### src/rtl/stall_controller.sv
// stall_controller
// Pipeline sequencing controller for the semiMIPS 5-stage core. It drives the
// write-enable, bubble and flush controls of PC, IF/ID, ID/EX, EX/MEM and
// MEM/WB to handle the following cases:
//   - load-use hazards,
//   - taken-branch flushes,
//   - multi-cycle data-memory accesses (req/ack handshake with a timeout watchdog).
//
// Parameters:
//   MEM_TIMEOUT  maximum MEMWAIT cycles (1..255) before the core halts
//
// Ports:
//   clk, rst                      clock (rising edge), async active-high reset
//   idexmemrd, idexrt             load in ID/EX and its destination register
//   ifidrs, ifidrt, ifidusesrt    IF/ID source registers, rt-used flag
//   brtaken                       branch/jump resolved taken in ID
//   exmemmemrd, exmemmemwr        load/store in EX/MEM
//   dmemack                       data memory completes the access this cycle
//   dmemreq                       access request to data memory
//   pcwr, ifidwr                  PC / IF/ID write enables
//   ifidflush, idexbubble         IF/ID flush, ID/EX bubble
//   exmemhold, memwbbubble        EX/MEM + ID/EX hold, MEM/WB bubble
//   memerr                        sticky watchdog flag (registered)
//   stallcnt                      stall-cycle counter (registered)
//
// Build option:
//   STALL_CNT_EN  when defined, stallcnt counts clock edges with pcwr=0 and
//                 saturates at all-ones; when undefined it is tied to zero.

module stall_controller #(
    parameter int unsigned MEM_TIMEOUT = 8
) (
    input  logic        clk,
    input  logic        rst,
    input  logic        idexmemrd,
    input  logic [4:0]  idexrt,
    input  logic [4:0]  ifidrs,
    input  logic [4:0]  ifidrt,
    input  logic        ifidusesrt,
    input  logic        brtaken,
    input  logic        exmemmemrd,
    input  logic        exmemmemwr,
    input  logic        dmemack,
    output logic        dmemreq,
    output logic        pcwr,
    output logic        ifidwr,
    output logic        ifidflush,
    output logic        idexbubble,
    output logic        exmemhold,
    output logic        memwbbubble,
    output logic        memerr,
    output logic [31:0] stallcnt
);

    localparam int unsigned WCW = $clog2(MEM_TIMEOUT + 1);

    typedef enum logic [1:0] {
        RUN     = 2'b00,
        MEMWAIT = 2'b01,
        HALT    = 2'b10
    } state_t;

    state_t           r_state;
    state_t           w_state_next;
    logic [WCW-1:0]   r_waitcnt;
    logic [WCW-1:0]   w_waitcnt_next;
    logic             r_memerr;
    logic             w_memerr_set;
    logic             w_memacc;
    logic             w_loaduse;

    assign w_memacc  = exmemmemrd | exmemmemwr;
    // r0 is hard-wired zero, so a load targeting it never creates a hazard.
    assign w_loaduse = idexmemrd && (idexrt != 5'd0) &&
                       ((idexrt == ifidrs) || (ifidusesrt && (idexrt == ifidrt)));

    always_ff @(posedge clk or posedge rst) begin
        if (rst) begin
            r_state   <= RUN;
            r_waitcnt <= '0;
            r_memerr  <= 1'b0;
        end else begin
            r_state   <= w_state_next;
            r_waitcnt <= w_waitcnt_next;
            if (w_memerr_set)
                r_memerr <= 1'b1;
        end
    end

    always_comb begin
        w_state_next   = r_state;
        w_waitcnt_next = r_waitcnt;
        w_memerr_set   = 1'b0;
        dmemreq        = w_memacc && (r_state != HALT);
        pcwr           = 1'b1;
        ifidwr         = 1'b1;
        ifidflush      = 1'b0;
        idexbubble     = 1'b0;
        exmemhold      = 1'b0;
        memwbbubble    = 1'b0;

        case (r_state)
            RUN: begin
                // Memory stall masks load-use and branch; those are
                // re-evaluated once the access is released.
                if (w_memacc && !dmemack) begin
                    pcwr           = 1'b0;
                    ifidwr         = 1'b0;
                    exmemhold      = 1'b1;
                    memwbbubble    = 1'b1;
                    w_state_next   = MEMWAIT;
                    w_waitcnt_next = '0;
                end else if (w_loaduse) begin
                    // Branch is re-resolved after the bubble, so no flush here.
                    pcwr       = 1'b0;
                    ifidwr     = 1'b0;
                    idexbubble = 1'b1;
                end else if (brtaken) begin
                    ifidflush = 1'b1;
                end
            end

            MEMWAIT: begin
                if (!dmemack) begin
                    pcwr           = 1'b0;
                    ifidwr         = 1'b0;
                    exmemhold      = 1'b1;
                    memwbbubble    = 1'b1;
                    w_waitcnt_next = r_waitcnt + WCW'(1);
                    if (r_waitcnt == WCW'(MEM_TIMEOUT - 1)) begin
                        w_state_next = HALT;
                        w_memerr_set = 1'b1;
                    end
                end else begin
                    w_state_next = RUN;
                    if (w_loaduse) begin
                        pcwr       = 1'b0;
                        ifidwr     = 1'b0;
                        idexbubble = 1'b1;
                    end else if (brtaken) begin
                        ifidflush = 1'b1;
                    end
                end
            end

            HALT: begin
                dmemreq     = 1'b0;
                pcwr        = 1'b0;
                ifidwr      = 1'b0;
                exmemhold   = 1'b1;
                memwbbubble = 1'b1;
            end

            default: begin
                // Unused encoding 2'b11 falls back to RUN.
                w_state_next   = RUN;
                w_waitcnt_next = '0;
            end
        endcase
    end

    assign memerr = r_memerr;

`ifdef STALL_CNT_EN
    logic [31:0] r_stallcnt;

    always_ff @(posedge clk or posedge rst) begin
        if (rst)
            r_stallcnt <= '0;
        else if (!pcwr && (r_stallcnt != '1))
            r_stallcnt <= r_stallcnt + 32'd1;
    end

    assign stallcnt = r_stallcnt;
`else
    assign stallcnt = '0;
`endif

endmodule

### config.mk
export PLATFORM = sky130hd
export DESIGN_NAME = stall_controller
export DESIGN_NICKNAME = d
export VERILOG_FILES = /design/src/rtl/stall_controller.sv
export SDC_FILE = /design/constraint.sdc
export NUM_CORES = 1
export LEC_CHECK = 0
export ABC_AREA = 0
export CAP_MARGIN = 20
export CORE_MARGIN = 5
export CORE_UTILIZATION = 30
export DETAILED_ROUTE_END_ITERATION = 10
export PLACE_DENSITY = 0.78
export RECOVER_POWER = 100
export SLEW_MARGIN = 20
export SYNTH_ARGS = -nofsm -noshare
export SYNTH_HDL_FRONTEND = slang
export SYNTH_SLANG_ARGS = --single-unit
export TNS_END_PERCENT = 30
### constraint.sdc
create_clock -name clk -period 1.5 [get_ports clk]
set_input_delay 0.15 -clock clk [delete_from_list [all_inputs] [get_ports clk]]
set_output_delay 0.15 -clock clk [all_outputs]
set_load 0.03 [all_outputs]
After elaboration in Yosys (flattened, before gate mapping)
Index checks and enable logic that the tools add are counted.

Register bits after elaboration: 7. Output and inout bits: 40. Input port bits: 23.

Multiplexer cells: 27. Reductions and logical operators: 11. Bitwise gates (word level): 2. Equality and inequality tests: 9. Add/sub/neg operators: 1.

Operators with widths (count): $mux W1 (16); $pmux W4 S3 (1); $eq A5 B5 Y1 (2); $mux W4 (2); $mux W2 (3); $ne A2 B2 Y1 const B (3); $pmux W1 S3 (2); $pmux W2 S3 (1); $reduce_and A3 Y1 (2); $logic_and A1 B1 Y1 (5); $reduce_bool A5 Y1 (1); $add A4 B1 Y4 const B (1); $eq A4 B3 Y1 const B (1); $pmux W1 S2 (2); $ne A3 B3 Y1 const B (1); $eq A2 B1 Y1 const B (1); $eq A2 B2 Y1 const B (1); $logic_not A2 Y1 (1); $logic_not A1 Y1 (1); $logic_or A1 B1 Y1 (1); $not A1 Y1 (1); $or A1 B1 Y1 (1).

Longest topological paths before layout
Gate-level depths: netlist of run 1.

Depth in word-level cells: 7. Mapped depth: 6.

Worst setup path after synthesis of run 1
OpenSTA, ideal clock, no wires.

Kind: flip-flop to output port. From: register r_state[0]. To: output port pcwr. Buffers on the path: 1. Required time: 1.350 ns. Arrival: 2.066 ns. Path slack: -0.716 ns. Stages on the path, launching flop included: 6. Path through: dfrtp_1 or3_1 a21oi_1 a21oi_1 a21oi_1 buf_4.

Cells in the longest elaborated chain, start to end: 2. Elaborated cells between the ends (all ways): 4.

RTL lines: start: declaration (line 63) `state_t r_state;`; start signal: assignment (line 83) `r_state <= w_state_next;`; $eq A2 B2 Y1 (tied with other cells); $pmux W1 S3 (*); end: declaration (line 45) `output logic pcwr,`.

Every way passes the cells marked *; elsewhere a longest branch is shown, timed or not.

Final worst setup path of run 1
From: register r_state[0]. To: output port ifidwr.

Cells in the longest elaborated chain, start to end: 2. Elaborated cells between the ends (all ways): 4.

RTL lines: $eq A2 B2 Y1 (tied with other cells) (line 102) `case (r_state)`; $pmux W1 S3 (*) (line 102); end: declaration (line 46) `output logic ifidwr,`.

Marks and branches as above.

==> results.json, run 1 <==
{
  "numClockSinks": 7,
  "ir_drop_mv": 0.484,
  "avgSynthCellArea_um2": 7.81,
  "area_growth_syn_to_layout_pct": 43.7,
  "dieArea_mm2": 0.00382,
  "num_antenna_cells": 0,
  "core_mm2": 0.00252,
  "wl_per_cell_um": 10.9,
  "start_kind": "flip-flop",
  "root_buffer": "clkbuf_4",
  "p_per_area_mw_per_mm2": 699,
  "cp.buffers_inverters": 2,
  "placed_cell_area_mm2": 0.00111,
  "yosys_warnings": 0,
  "synth_edf_count": 0,
  "rsz0062_at_grt": "yes",
  "clock_skew_ns": 0.00486,
  "end_kind": "output pin",
  "grt_usage": 0.0963,
  "slew_viol_final": 0,
  "initial_core_util": 0.319,
  "drt_iter0_drc": 18,
  "drv_cap": 0,
  "fillerInstances": 259,
  "r2r_cells": 4,
  "final_layout_size_suffix_gt1_frac": 0.231,
  "cts-buffers-inserted": 3,
  "path_clk_slew_ns": 0.05,
  "row_count": 18,
  "vias": 727,
  "syn_area_um2": 805,
  "synth_cell_types": 31,
  "setup_slack_ns": -0.279,
  "ff2ff_setup_slack_ns": 0.30,
  "crit_chain": "or3_4, a21oi_4, a21oi_4, buf_6, a21oi_4, buf_6",
  "clk_latency_ns": 0.25,
  "required_ns": 1.35,
  "grt_antenna_before_repair": 0,
  "clkPwrFrac": 0.214,
  "rr_endpoint": "memerr",
  "dp_hpwl_mm": 1.61,
  "max_freq_mhz": 562,
  "path_class": "reg -> out",
  "grt_max_degree": 8,
  "cp_common_cell": "a21oi_4",
  "seq_area_frac_synth": 0.218,
  "hold_violations": 0,
  "post-place-ws_ns": -0.473,
  "critical_path_arrival_ns": 1.63,
  "period_share": 1.19,
  "totalWireLength_mm": 1.88,
  "p_int_uw": 472,
  "fin_setup_tns_ns": -1.19,
  "r2r-start": "r_waitcnt[0]",
  "gp_congestion": 0.792,
  "dr.pass1.iters": 4,
  "final.min_clock_period_ns": 1.78,
  "p_comb_frac": 0.481,
  "cp_slowest_cell": "dfrtp_2",
  "ant_nets": 0,
  "switchingPower_uw": 335,
  "cts_tree": "done",
  "final_cell_area_mm2": 0.00116,
  "cp_top_family": "flip-flops",
  "swShare": 0.415,
  "drt-vias-per-instance": 4.20,
  "synthCells": 103,
  "layout.cells.most_common_list": "32 x conb_1, 17 x clkdlybuf4s50_1, 10 x xnor2_1, 10 x buf_4, 7 x nand2_1",
  "cp_slowest_stage_delay_ns": 0.40,
  "grt_pass1_vias": 694,
  "p_leak_uw": 0.000552,
  "grt_pass1_wl_mm": 2.73,
  "cts.htree.levels": 1,
  "die-height_um": 61.8,
  "die_w_um": 61.8,
  "status": "complete, but fails checks",
  "violations": "setup timing",
  "hold_class": "in -> async",
  "cts_max_path_buffers": 2,
  "route.detailed.drc": 0,
  "ioPinCount": 63,
  "nets": 168,
  "seqPwrFrac": 0.305,
  "path_max_fanout": 3,
  "ys.flop_type": "dfrtp_1",
  "setup_violations": 6,
  "portBuffers": 30,
  "grt-ovfl-total": 0,
  "synth_seq_cells": 7,
  "finalPower_uw": 808,
  "async_flop_share": 1.00,
  "ctsHoldBuffers": 0,
  "final_common_cell": "conb_1"
}
worst max path at each step:
stage,to,slack (ns),startpoint,cells after the start
2_1_floorplan,pcwr,-0.13,r_state[0],5
3_3_place_gp,exmemhold,-0.43,exmemmemrd,5
3_5_place_dp,memwbbubble,-0.47,exmemmemrd,5
4_1_cts,pcwr,-0.28,r_state[0],6
5_1_grt,ifidflush,-0.34,r_state[0],6
6_report,ifidwr,-0.28,r_state[0],6
sequential cells by signal, summed over array words and instances (netlist names):
| name | cells |
|---|---|
| r_state | 2 |
| r_waitcnt | 4 |
| memerr | 1 |
metrics by stage:
step | util | std cells | hold slack (ns)
after floorplan | - | 134 | -0.0467
after global placement | 0.439 | 169 | 0.404
after detailed placement | 0.439 | 169 | 0.406
after CTS | 0.460 | 173 | 0.135
after global routing | 0.458 | 173 | 0.293
final | 0.458 | 173 | 0.267
cell type report:
class                   count  area [um^2]  area share
multi-input cells          87          531       0.459
repair buffers             41          370       0.320
flip-flops and latches      7          176       0.153
well taps                  30         37.5      0.0325
clock buffers               4         26.3      0.0227
inverters                   4         15.0      0.0130
cells by family (layout without fill, tap and decap cells):
family / count (synthesis) / after routing / synth area share
compound gates: 20 / 20 / 0.152
xor+xnor: 10 / 10 / 0.109
fa+ha+maj: 1 / 1 / 0.0155
buf+inv: 40 / 49 / 0.347
flops: 7 / 7 / 0.218
mux: 1 / 1 / 0.0140
other cells: 1 / 32 / 0.00466
simple gates: 23 / 23 / 0.140
synth_stat cells, drive strengths merged (2+ instances only):
cell type / number / area (um^2)
nor2: 5 / 18.8
inv: 4 / 15.0
dfrtp: 7 / 175
nand2: 7 / 26.3
a21oi: 7 / 35.0
xnor2: 10 / 87.6
buf: 35 / 260
o21ai: 6 / 33.8
a22oi: 3 / 22.5
nand3: 2 / 10.0
timing repair:
action	4_1_cts	5_1_grt
cloned	0	0
endpoints found under the setup margin	6	6
gates resized for setup	16	7
pin swaps	3	0
setup buffers	0	0
worst register-to-register path: stages (launching register included):
cell	delay [ns]
dfrtp_1	0.40
ha_1	0.20
nand3b_1	0.11
nor3_1	0.28
or2_1	0.15
power by group through the flow:
stage | sequential (uW) | combinational (uW) | clock [uW]
finish | 246 | 389 | 173
global route | 251 | 421 | 195
CTS | 246 | 392 | 180
detailed placement | 249 | 387 | 0
global placement | 248 | 379 | 0
floorplan | 255 | 315 | 0
layer usage:
metal | track usage | share of wire | vias to the layer above
met5 | 0 | 0 | -
met2 | 0.172 | 0.49 | 40
li1 | - | - | 355
met3 | 0.0496 | 0.13 | 2
met1 | 0.0958 | 0.37 | 330
met4 | 0.0333 | 0.0074 | 0
No activity file was read; power rests on OpenSTA's default activity.
==> run 2, diff against run 1 <==
CTS_CLUSTER_SIZE = 12   (was unset)
==> results of run 2 <==
Same layout as run 1: the final DEF is identical, and so are final timing and power.
==> run 3, diff against run 2 <==
CORE_UTILIZATION = 33   (was 30)
CTS_CLUSTER_DIAMETER = 30   (was unset)
PLACE_DENSITY = 0.81   (was 0.78)
clock period = 2 ns   (was 1.5 ns; I/O delays follow)
==> run 3 against run 2 <==
  * The run now ends clean
  * Non-clock buffer count decreased by 7
  * Highest routed layer is now met3
  * Clock skew up 0.0019 ns
  * Sequential power decreased by 24%
  * Worst setup slack gained 0.36 ns
==> results.json, run 3 (synthesis results as in run 1) <==
{
  "status": "complete, no violations",
  "totalWireLength_mm": 1.77,
  "drv_cap": 0,
  "layout.cells.most_common_list": "32 x conb_1, 17 x clkdlybuf4s50_1, 10 x xnor2_1, 7 x nand2_1, 7 x dfrtp_1",
  "grt_usage": 0.0923,
  "dieArea_mm2": 0.00353,
  "cts_tree": "done",
  "die-height_um": 59.4,
  "wl_per_cell_um": 10.8,
  "start_kind": "primary input",
  "finalPower_uw": 580,
  "setup_violations": 0,
  "cts_max_path_buffers": 2,
  "num_antenna_cells": 0,
  "largest_reg_flops": 4,
  "dr.pass1.iters": 3,
  "drt_iter0_drc": 2,
  "grt_pass1_vias": 645,
  "ant_nets": 0,
  "p_per_area_mw_per_mm2": 550,
  "worst_hold_slack_ns": 0.315,
  "area_growth_syn_to_layout_pct": 31.1,
  "grt_pass1_wl_mm": 2.49,
  "hold_class": "in -> async",
  "cp_slowest_cell": "clkdlybuf4s50_1",
  "grt_max_degree": 13,
  "row_count": 17,
  "post-place-ws_ns": -0.0126,
  "die_w_um": 59.4,
  "clk_latency_ns": 0.25,
  "cts_setup_buffers": 0,
  "slew_viol_final": 0,
  "hold_violations": 0,
  "placed_cell_area_mm2": 0.00102,
  "crit_chain": "clkdlybuf4s50_1, or4_4, o21ai_2, a21oi_1, a21oi_4, buf_4",
  "nets": 161,
  "setup_slack_ns": 0.0768,
  "cts.htree.levels": 1,
  "fillerInstances": 225,
  "numClockSinks": 7,
  "path_class": "in -> out",
  "portBuffers": 30,
  "path_max_fanout": 3,
  "ioPinCount": 63,
  "end_kind": "output pin",
  "final_cell_area_mm2": 0.00105,
  "ir_drop_mv": 0.381,
  "gp_congestion": 0.785,
  "max_freq_mhz": 520,
  "route.detailed.drc": 0,
  "dp_hpwl_mm": 1.56,
  "drt-vias-per-instance": 4.18,
  "grt_antenna_before_repair": 0,
  "vias": 686,
  "required_ns": 1.80,
  "final_layout_size_suffix_gt1_frac": 0.125,
  "period_share": 0.962,
  "final.min_clock_period_ns": 1.92,
  "critical_path_arrival_ns": 1.72,
  "core_mm2": 0.00228,
  "initial_core_util": 0.353,
  "root_buffer": "clkbuf_4",
  "cts-buffers-inserted": 3,
  "final_common_cell": "conb_1",
  "grt-ovfl-total": 0,
  "cp_slowest_stage_delay_ns": 0.47,
  "path_clk_slew_ns": 0.05,
  "p_leak_uw": 0.000529,
  "rsz0062_at_grt": "no",
  "top_register": "r_waitcnt",
  "clock_skew_ns": 0.00676
}
[run 3: final timing paths]
check	start	end	slack (ns)	cells past startpoint
min in group clk	memerr	memerr	0.46	1
max	idexrt[4]	pcwr	0.08	6
min reg2reg	memerr	memerr	0.46	1
min	rst	r_waitcnt[2]	0.31	2
max reg2reg	r_waitcnt[2]	r_waitcnt[3]	0.77	4
max in group asynchronous	rst	r_state[0]	1.47	2
[run 3: cell type report]
class                           count  area (um^2)  share of cell area
Timing Repair Buffer               34          318               0.301
Tap cell                           28         35.0              0.0332
Clock buffer                        4         26.3              0.0249
Inverter                            4         15.0              0.0142
Sequential cell                     7          175               0.166
Multi-Input combinational cell     87          485               0.460
[run 3: repair_timing]
item,CTS,global route
endpoints found under the setup margin,2,2
gates resized for setup,0,7
hold buffers,0,0
pin swaps,0,2
[run 3: metal layers]
metal / routed length (um) / track usage / part of all wire / vias to the layer above
li1: - / - / - / 339
met1: 537 / 0.0753 / 0.30 / 316
met2: 1050 / 0.190 / 0.59 / 31
met3: 181 / 0.0523 / 0.10 / 0
met4: 0 / 0.00971 / 0 / 0
met5: 0 / 0 / 0 / -
[run 3: report_power, final]
| part | switching, uW | total [uW] | internal (uW) | leakage, uW |
|---|---|---|---|---|
| Sequential | 22.4 | 186 | 164 | 0.0000929 |
| Clock | 48.3 | 124 | 75.9 | 0.0000150 |
| Combinational | 169 | 270 | 101 | 0.000421 |
| Total | 240 | 580 | 340 | 0.000529 |
[run 3: critical path: cells and delay by family]
family,cells,cell delay [ns]
buffers and inverters,2,0.65
and+or+nand+nor,1,0.44
AOI/OAI and AO/OA,3,0.43
[run 3: per-stage QoR]
stage / utilization / setup TNS [ns] / cells
after global placement: 0.447 / 0 / 160
after detailed placement: 0.447 / -0.0240 / 160
after CTS: 0.459 / -0.0295 / 164
after global routing: 0.463 / 0 / 164
final: 0.463 / 0 / 164
after floorplan: - / 0 / 134
